[src/rtl/bullet_launcher.sv]
`default_nettype none
// ============================================================================
//  Module      : bullet_launcher
//  Description : Fire-interface initiator for a pool of bullet FSMs. It emits
//                periodic fan-shaped volleys from a movable origin, picking
//                the lowest idle bullet for each shot and driving the shared
//                launch bus together with a one-hot fire pulse.
//  Revision    : 1.0 - initial release
// ============================================================================
module bullet_launcher #(
  parameter int N_BULLETS   = 8,
  parameter int PERIOD      = 25,
  parameter int BURST_LEN   = 5,
  parameter int PAT_LEN     = 5,
  parameter int VX_16X      = 32,
  parameter int VY_STEP_16X = 8
) (
  input  logic                        clk_100Hz,
  input  logic                        rst,
  input  logic                        enable,
  input  logic [9:0]                  x_origin,
  input  logic [8:0]                  y_origin,
  input  logic [N_BULLETS-1:0]        bullet_state,
  output logic [N_BULLETS-1:0]        fire,
  output logic [9:0]                  x_dout,
  output logic [8:0]                  y_dout,
  output logic [7:0]                  vx_dout_16x,
  output logic signed [12:0]          vy_dout_16x,
  output logic [15:0]                 shots_fired,
  output logic [7:0]                  shots_dropped,
  output logic                        busy
);

  localparam int CNT_W    = (PERIOD > 1)    ? $clog2(PERIOD)    : 1;
  localparam int SHOT_W   = (BURST_LEN > 1) ? $clog2(BURST_LEN) : 1;
  localparam int PAT_W    = (PAT_LEN > 1)   ? $clog2(PAT_LEN)   : 1;
  localparam int PAT_HALF = (PAT_LEN - 1) / 2;

  localparam logic [CNT_W-1:0]  CNT_RELOAD = CNT_W'(PERIOD - 1);
  localparam logic [SHOT_W-1:0] SHOT_LAST  = SHOT_W'(BURST_LEN - 1);
  localparam logic [PAT_W-1:0]  PAT_LAST   = PAT_W'(PAT_LEN - 1);

  typedef enum logic [1:0] {
    IDLE  = 2'd0,
    COUNT = 2'd1,
    BURST = 2'd2
  } state_t;

  state_t                 state_q, state_d;
  logic [CNT_W-1:0]       cnt_q, cnt_d;
  logic [SHOT_W-1:0]      shot_cnt_q, shot_cnt_d;
  logic [PAT_W-1:0]       pat_idx_q, pat_idx_d;
  logic [N_BULLETS-1:0]   fire_q, fire_d;
  logic [9:0]             x_q, x_d;
  logic [8:0]             y_q, y_d;
  logic [7:0]             vx_q, vx_d;
  logic signed [12:0]     vy_q, vy_d;
  logic [15:0]            fired_q, fired_d;
  logic [7:0]             dropped_q, dropped_d;
  logic                   busy_q, busy_d;

  logic [N_BULLETS-1:0]   eligible;
  logic [N_BULLETS-1:0]   lowest_eligible;
  logic signed [12:0]     vy_slot;
  logic signed [12:0]     vy_calc;

  // Idle-bullet selection and fan-slot velocity for the current shot.
  // A bullet pulsed last cycle still reads idle, so the live fire mask
  // excludes it until its state bit catches up.
  always_comb begin
    eligible        = ~bullet_state & ~fire_q;
    lowest_eligible = eligible & (~eligible + N_BULLETS'(1));
    vy_slot         = $signed(13'(pat_idx_q)) - $signed(13'(PAT_HALF));
    vy_calc         = vy_slot * $signed(13'(VY_STEP_16X));
  end

  // Next-state and output logic; enable low forces IDLE with no shot.
  always_comb begin
    state_d    = state_q;
    cnt_d      = cnt_q;
    shot_cnt_d = shot_cnt_q;
    pat_idx_d  = pat_idx_q;
    fire_d     = '0;
    x_d        = x_q;
    y_d        = y_q;
    vx_d       = vx_q;
    vy_d       = vy_q;
    fired_d    = fired_q;
    dropped_d  = dropped_q;

    if (!enable) begin
      state_d = IDLE;
    end else begin
      case (state_q)
        IDLE: begin
          state_d = COUNT;
          cnt_d   = CNT_RELOAD;
        end
        COUNT: begin
          if (cnt_q == '0) begin
            state_d    = BURST;
            shot_cnt_d = '0;
          end else begin
            cnt_d = cnt_q - CNT_W'(1);
          end
        end
        BURST: begin
          if (|eligible) begin
            fire_d  = lowest_eligible;
            x_d     = x_origin;
            y_d     = y_origin;
            vx_d    = 8'(VX_16X);
            vy_d    = vy_calc;
            fired_d = fired_q + 16'd1;
          end else if (dropped_q != 8'hFF) begin
            dropped_d = dropped_q + 8'd1;
          end
          pat_idx_d  = (pat_idx_q == PAT_LAST) ? '0 : pat_idx_q + PAT_W'(1);
          shot_cnt_d = shot_cnt_q + SHOT_W'(1);
          if (shot_cnt_q == SHOT_LAST) begin
            state_d = COUNT;
            cnt_d   = CNT_RELOAD;
          end
        end
        default: state_d = IDLE;
      endcase
    end

    busy_d = (state_d != IDLE);
  end

  // State and output registers with synchronous reset.
  always_ff @(posedge clk_100Hz) begin
    if (rst) begin
      state_q    <= IDLE;
      cnt_q      <= '0;
      shot_cnt_q <= '0;
      pat_idx_q  <= '0;
      fire_q     <= '0;
      x_q        <= '0;
      y_q        <= '0;
      vx_q       <= '0;
      vy_q       <= '0;
      fired_q    <= '0;
      dropped_q  <= '0;
      busy_q     <= 1'b0;
    end else begin
      state_q    <= state_d;
      cnt_q      <= cnt_d;
      shot_cnt_q <= shot_cnt_d;
      pat_idx_q  <= pat_idx_d;
      fire_q     <= fire_d;
      x_q        <= x_d;
      y_q        <= y_d;
      vx_q       <= vx_d;
      vy_q       <= vy_d;
      fired_q    <= fired_d;
      dropped_q  <= dropped_d;
      busy_q     <= busy_d;
    end
  end

  assign fire          = fire_q;
  assign x_dout        = x_q;
  assign y_dout        = y_q;
  assign vx_dout_16x   = vx_q;
  assign vy_dout_16x   = vy_q;
  assign shots_fired   = fired_q;
  assign shots_dropped = dropped_q;
  assign busy          = busy_q;

endmodule
`default_nettype wire

[config.mk]
export PLATFORM = sky130hd
export DESIGN_NAME = bullet_launcher
export DESIGN_NICKNAME = d
export VERILOG_FILES = /design/src/rtl/bullet_launcher.sv
export SDC_FILE = /design/constraint.sdc
export NUM_CORES = 1
export LEC_CHECK = 0
export ABC_AREA = 0
export CAP_MARGIN = 20
export CORE_MARGIN = 8
export CORE_UTILIZATION = 50
export DETAILED_ROUTE_END_ITERATION = 8
export PLACE_DENSITY = 0.86
export SETUP_SLACK_MARGIN = 0.02
export SLEW_MARGIN = 20
export SYNTH_ARGS = -nofsm -noshare
export SYNTH_HDL_FRONTEND = slang
export SYNTH_SLANG_ARGS = --single-unit
export TNS_END_PERCENT = 50
[constraint.sdc]
create_clock -name clk_100Hz -period 3.4 [get_ports clk_100Hz]
set_input_delay 0.85 -clock clk_100Hz [delete_from_list [all_inputs] [get_ports clk_100Hz]]
set_output_delay 0.85 -clock clk_100Hz [all_outputs]
set_load 0.02 [all_outputs]
==> impl_metrics.tcl <==
set metrics [dict create \
    status "finished clean" \
    p_leak_nw 1.47 \
    finalHoldViolCount 0 \
    vias 3180 \
    critPathSlowestCell "or4_4" \
    critPathLaunchType "input port" \
    netlist_area_um2 3300 \
    grt-ovfl-total 0 \
    ys.flop_type "dfxtp_1" \
    layout-drive-gt1-share_pct 6.60 \
    worstSetupPathType "input port to flop" \
    dp_hpwl_um 6100 \
    yosys.area_share.simple_pct 23.0 \
    grtUsageTotal_pct 18.5 \
    slew_headroom_pct 46.3 \
    grt_pass1_vias 3074 \
    antenna_found_initial 0 \
    peakVddDrop_mv 0.285 \
    synthTopCellsByCount "70 x dfxtp_1, 53 x a21oi_1, 35 x nand3_1" \
    min_path_type "flop to flop" \
    maxCapViolCount 0 \
    area_growth_pct 32.5 \
    first_iter_violations 164 \
    fillCellCount 489 \
    grt_pass1_wl_um 14800 \
    cts_hold_buf 0 \
    synth_top_family_by_area "simple AND/OR/NAND/NOR gates" \
    synth_area_leader_cell "dfxtp_1" \
    power_density_nw_per_um2 378 \
    cts-buffers-inserted 9 \
    dp_cells 531 \
    cp_slowest_stage_delay_ns 0.64 \
    synth_edf_count 0 \
    antenna_cells 0 \
    clock-sinks 70 \
    fin_skew_ns 0.00652 \
    critical_path_required_ns 3.69 \
    drc_errors 0 \
    cts_root_buf "clkbuf_8" \
    rows 29 \
    max_freq_mhz 389 \
    pin_count 103 \
    yosysMostFrequentCell "dfxtp_1" \
    cts.path.max_buffers 2 \
    portBuffers 92 \
    layout.nets 504 \
    die-area_um2 9450 \
    synth_area_leaders "dfxtp_1 43%, a21oi_1 8.0%, nand3_1 5.3%, o21ai_0 4.3%, buf_4 3.6%" \
    wl_um 8800 \
    finalSetupViolCount 0 \
    wl_per_cell_um 16.1 \
    syn_avg_cell_area_um2 8.43 \
    final-max-slew-violation-count 0 \
    cts.repair.resized 0 \
    crit_family "buffers and inverters" \
    fp.dieH_um 97.2 \
    synthXorXnorAreaFrac_pct 0.266 \
    ys_seq_area_share_pct 42.5 \
    antenna_left 0 \
    period_share_pct 75.6 \
    ys_ff_latch 70 \
    dr.pass1.iters 5 \
    gp_congestion 0.826 \
    cp.buffers_inverters 2 \
    path_clk_slew_ns 0.07 \
    cts_tree "done" \
    grt_max_degree 53 \
    cp.arrival_ns 2.86 \
    synth_compound_area_share_pct 20.6 \
    path_cells "clkdlybuf4s50_1, o22ai_1, or4_4, buf_4, a311oi_1, a31o_2" \
    post-cts-setup-buffers 0 \
    die_w_um 97.2 \
    endpoint_kind "flop" \
    min_period_ns 2.57 \
    synthCells 391 \
    initial_core_util_pct 51.9 \
    synth_top_area_share_pct 42.5 \
    synth.area.mux_share_pct 0.949 \
    ys_warn_count 0 \
    vias_per_cell 5.81 \
    yosysUniqueCellTypes 47 \
    tns_ns 0 \
    design.core.area_um2 6350 \
    synthAdderAreaFrac_pct 3.42 \
    worst-path-max-fanout 28 \
    insertion_delay_ns 0.35 \
    rsz0062_at_grt "false" \
    tightest_slew_ns 0.805 \
    ys_async_sr_fraction_pct 0 \
    final_cells 547 \
    htreeDepth 3 \
]
power breakdown:
part | internal [mW] | leakage, nW | switching [mW]
logic | 0.0615 | 0.800 | 0.0706
registers | 0.830 | 0.565 | 0.0104
clock network | 0.375 | 0.106 | 0.305
total | 1.27 | 1.47 | 0.386
registers in the layout (all words and copies together) (netlist names):
| name | cells |
|---|---|
| busy | 1 |
| vy_dout_16x | 4 |
| fire | 8 |
| cnt_q | 5 |
| state_q | 2 |
| shots_dropped | 8 |
| vx_dout_16x | 1 |
| shot_cnt_q | 3 |
| shots_fired | 16 |
| pat_idx_q | 3 |
| y_dout | 9 |
| x_dout | 10 |
placed cells by master (no fill, tap or decap), drive strengths merged, types with 4 or more instances in the layout:
| master | synthesis | final |
|---|---|---|
| or3 | 6 | 6 |
| nor2 | 20 | 20 |
| nor3 | 10 | 10 |
| nor4 | 6 | 6 |
| o41ai | 4 | 4 |
| inv | 14 | 14 |
| a21oi | 53 | 53 |
| buf | 24 | 8 |
| dfxtp | 70 | 70 |
| or4 | 15 | 15 |
| nand3 | 35 | 35 |
| ha | 9 | 9 |
| conb | 1 | 10 |
| nand2 | 14 | 14 |
| o21ai | 28 | 28 |
| o31ai | 13 | 13 |
| clkdlybuf4s50 | 0 | 91 |
| clkbuf | 21 | 12 |
| o22ai | 5 | 5 |
logic make-up (layout without fill, tap and decap cells):
logic type / Yosys count / after routing
mux: 3 / 3
simple gates: 132 / 132
flops: 70 / 70
compound gates: 116 / 116
buf+inv: 59 / 129
xor+xnor: 1 / 1
fa+ha+maj: 9 / 9
other cells: 1 / 10
stage by stage:
stage               total power [mW]  util [%]  hold slack (ns)  setup slack, ns  area [um^2]
CTS                             1.66      68.8            0.463            0.838         4370
global route                    1.71      68.8            0.494            0.701         4370
floorplan                      0.940         -            0.462             1.03         3330
detailed placement             0.989      65.7            0.446            0.472         4170
global placement               0.984      65.7            0.447            0.526         4170
finish                          1.65      68.8            0.462            0.830         4370
worst register-to-register path, cell delays in order, from the launching register on:
cell,delay [ns]
dfxtp_1,0.44
ha_1,0.25
nand3_1,0.18
or3_1,0.53
or4_1,0.50
a21oi_1,0.14
metal layers:
layer / vias up / GRT usage [%] / routed length [um]
met1: 1527 / 19.9 / 3550
met3: 11 / 7.40 / 615
li1: 1556 / - / -
met5: - / 0 / 0
met4: 0 / 5.09 / 106
met2: 86 / 32.5 / 4520
path summary, 6_finish.rpt:
path | slack, ns | cells after the start | endpoint | start
worst max-delay path | 0.83 | 6 | shots_fired[2] | bullet_state[5]
worst min-delay path | 0.46 | 1 | fire[6] | fire[6]
worst max register to register | 1.30 | 5 | shots_fired[12] | shots_fired[0]
worst min register to register | 0.46 | 1 | fire[6] | fire[6]
cell type report:
cell class	instances	area (um^2)	area share [%]
clock buffers	12	155	3.55
multi-input cells	271	1640	37.5
well taps	77	96.3	2.21
repair buffers	99	981	22.5
flip-flops and latches	70	1400	32.1
clock inverters	4	45.0	1.03
inverters	14	52.6	1.20
Note: power is estimated with default switching activity, not from simulation.
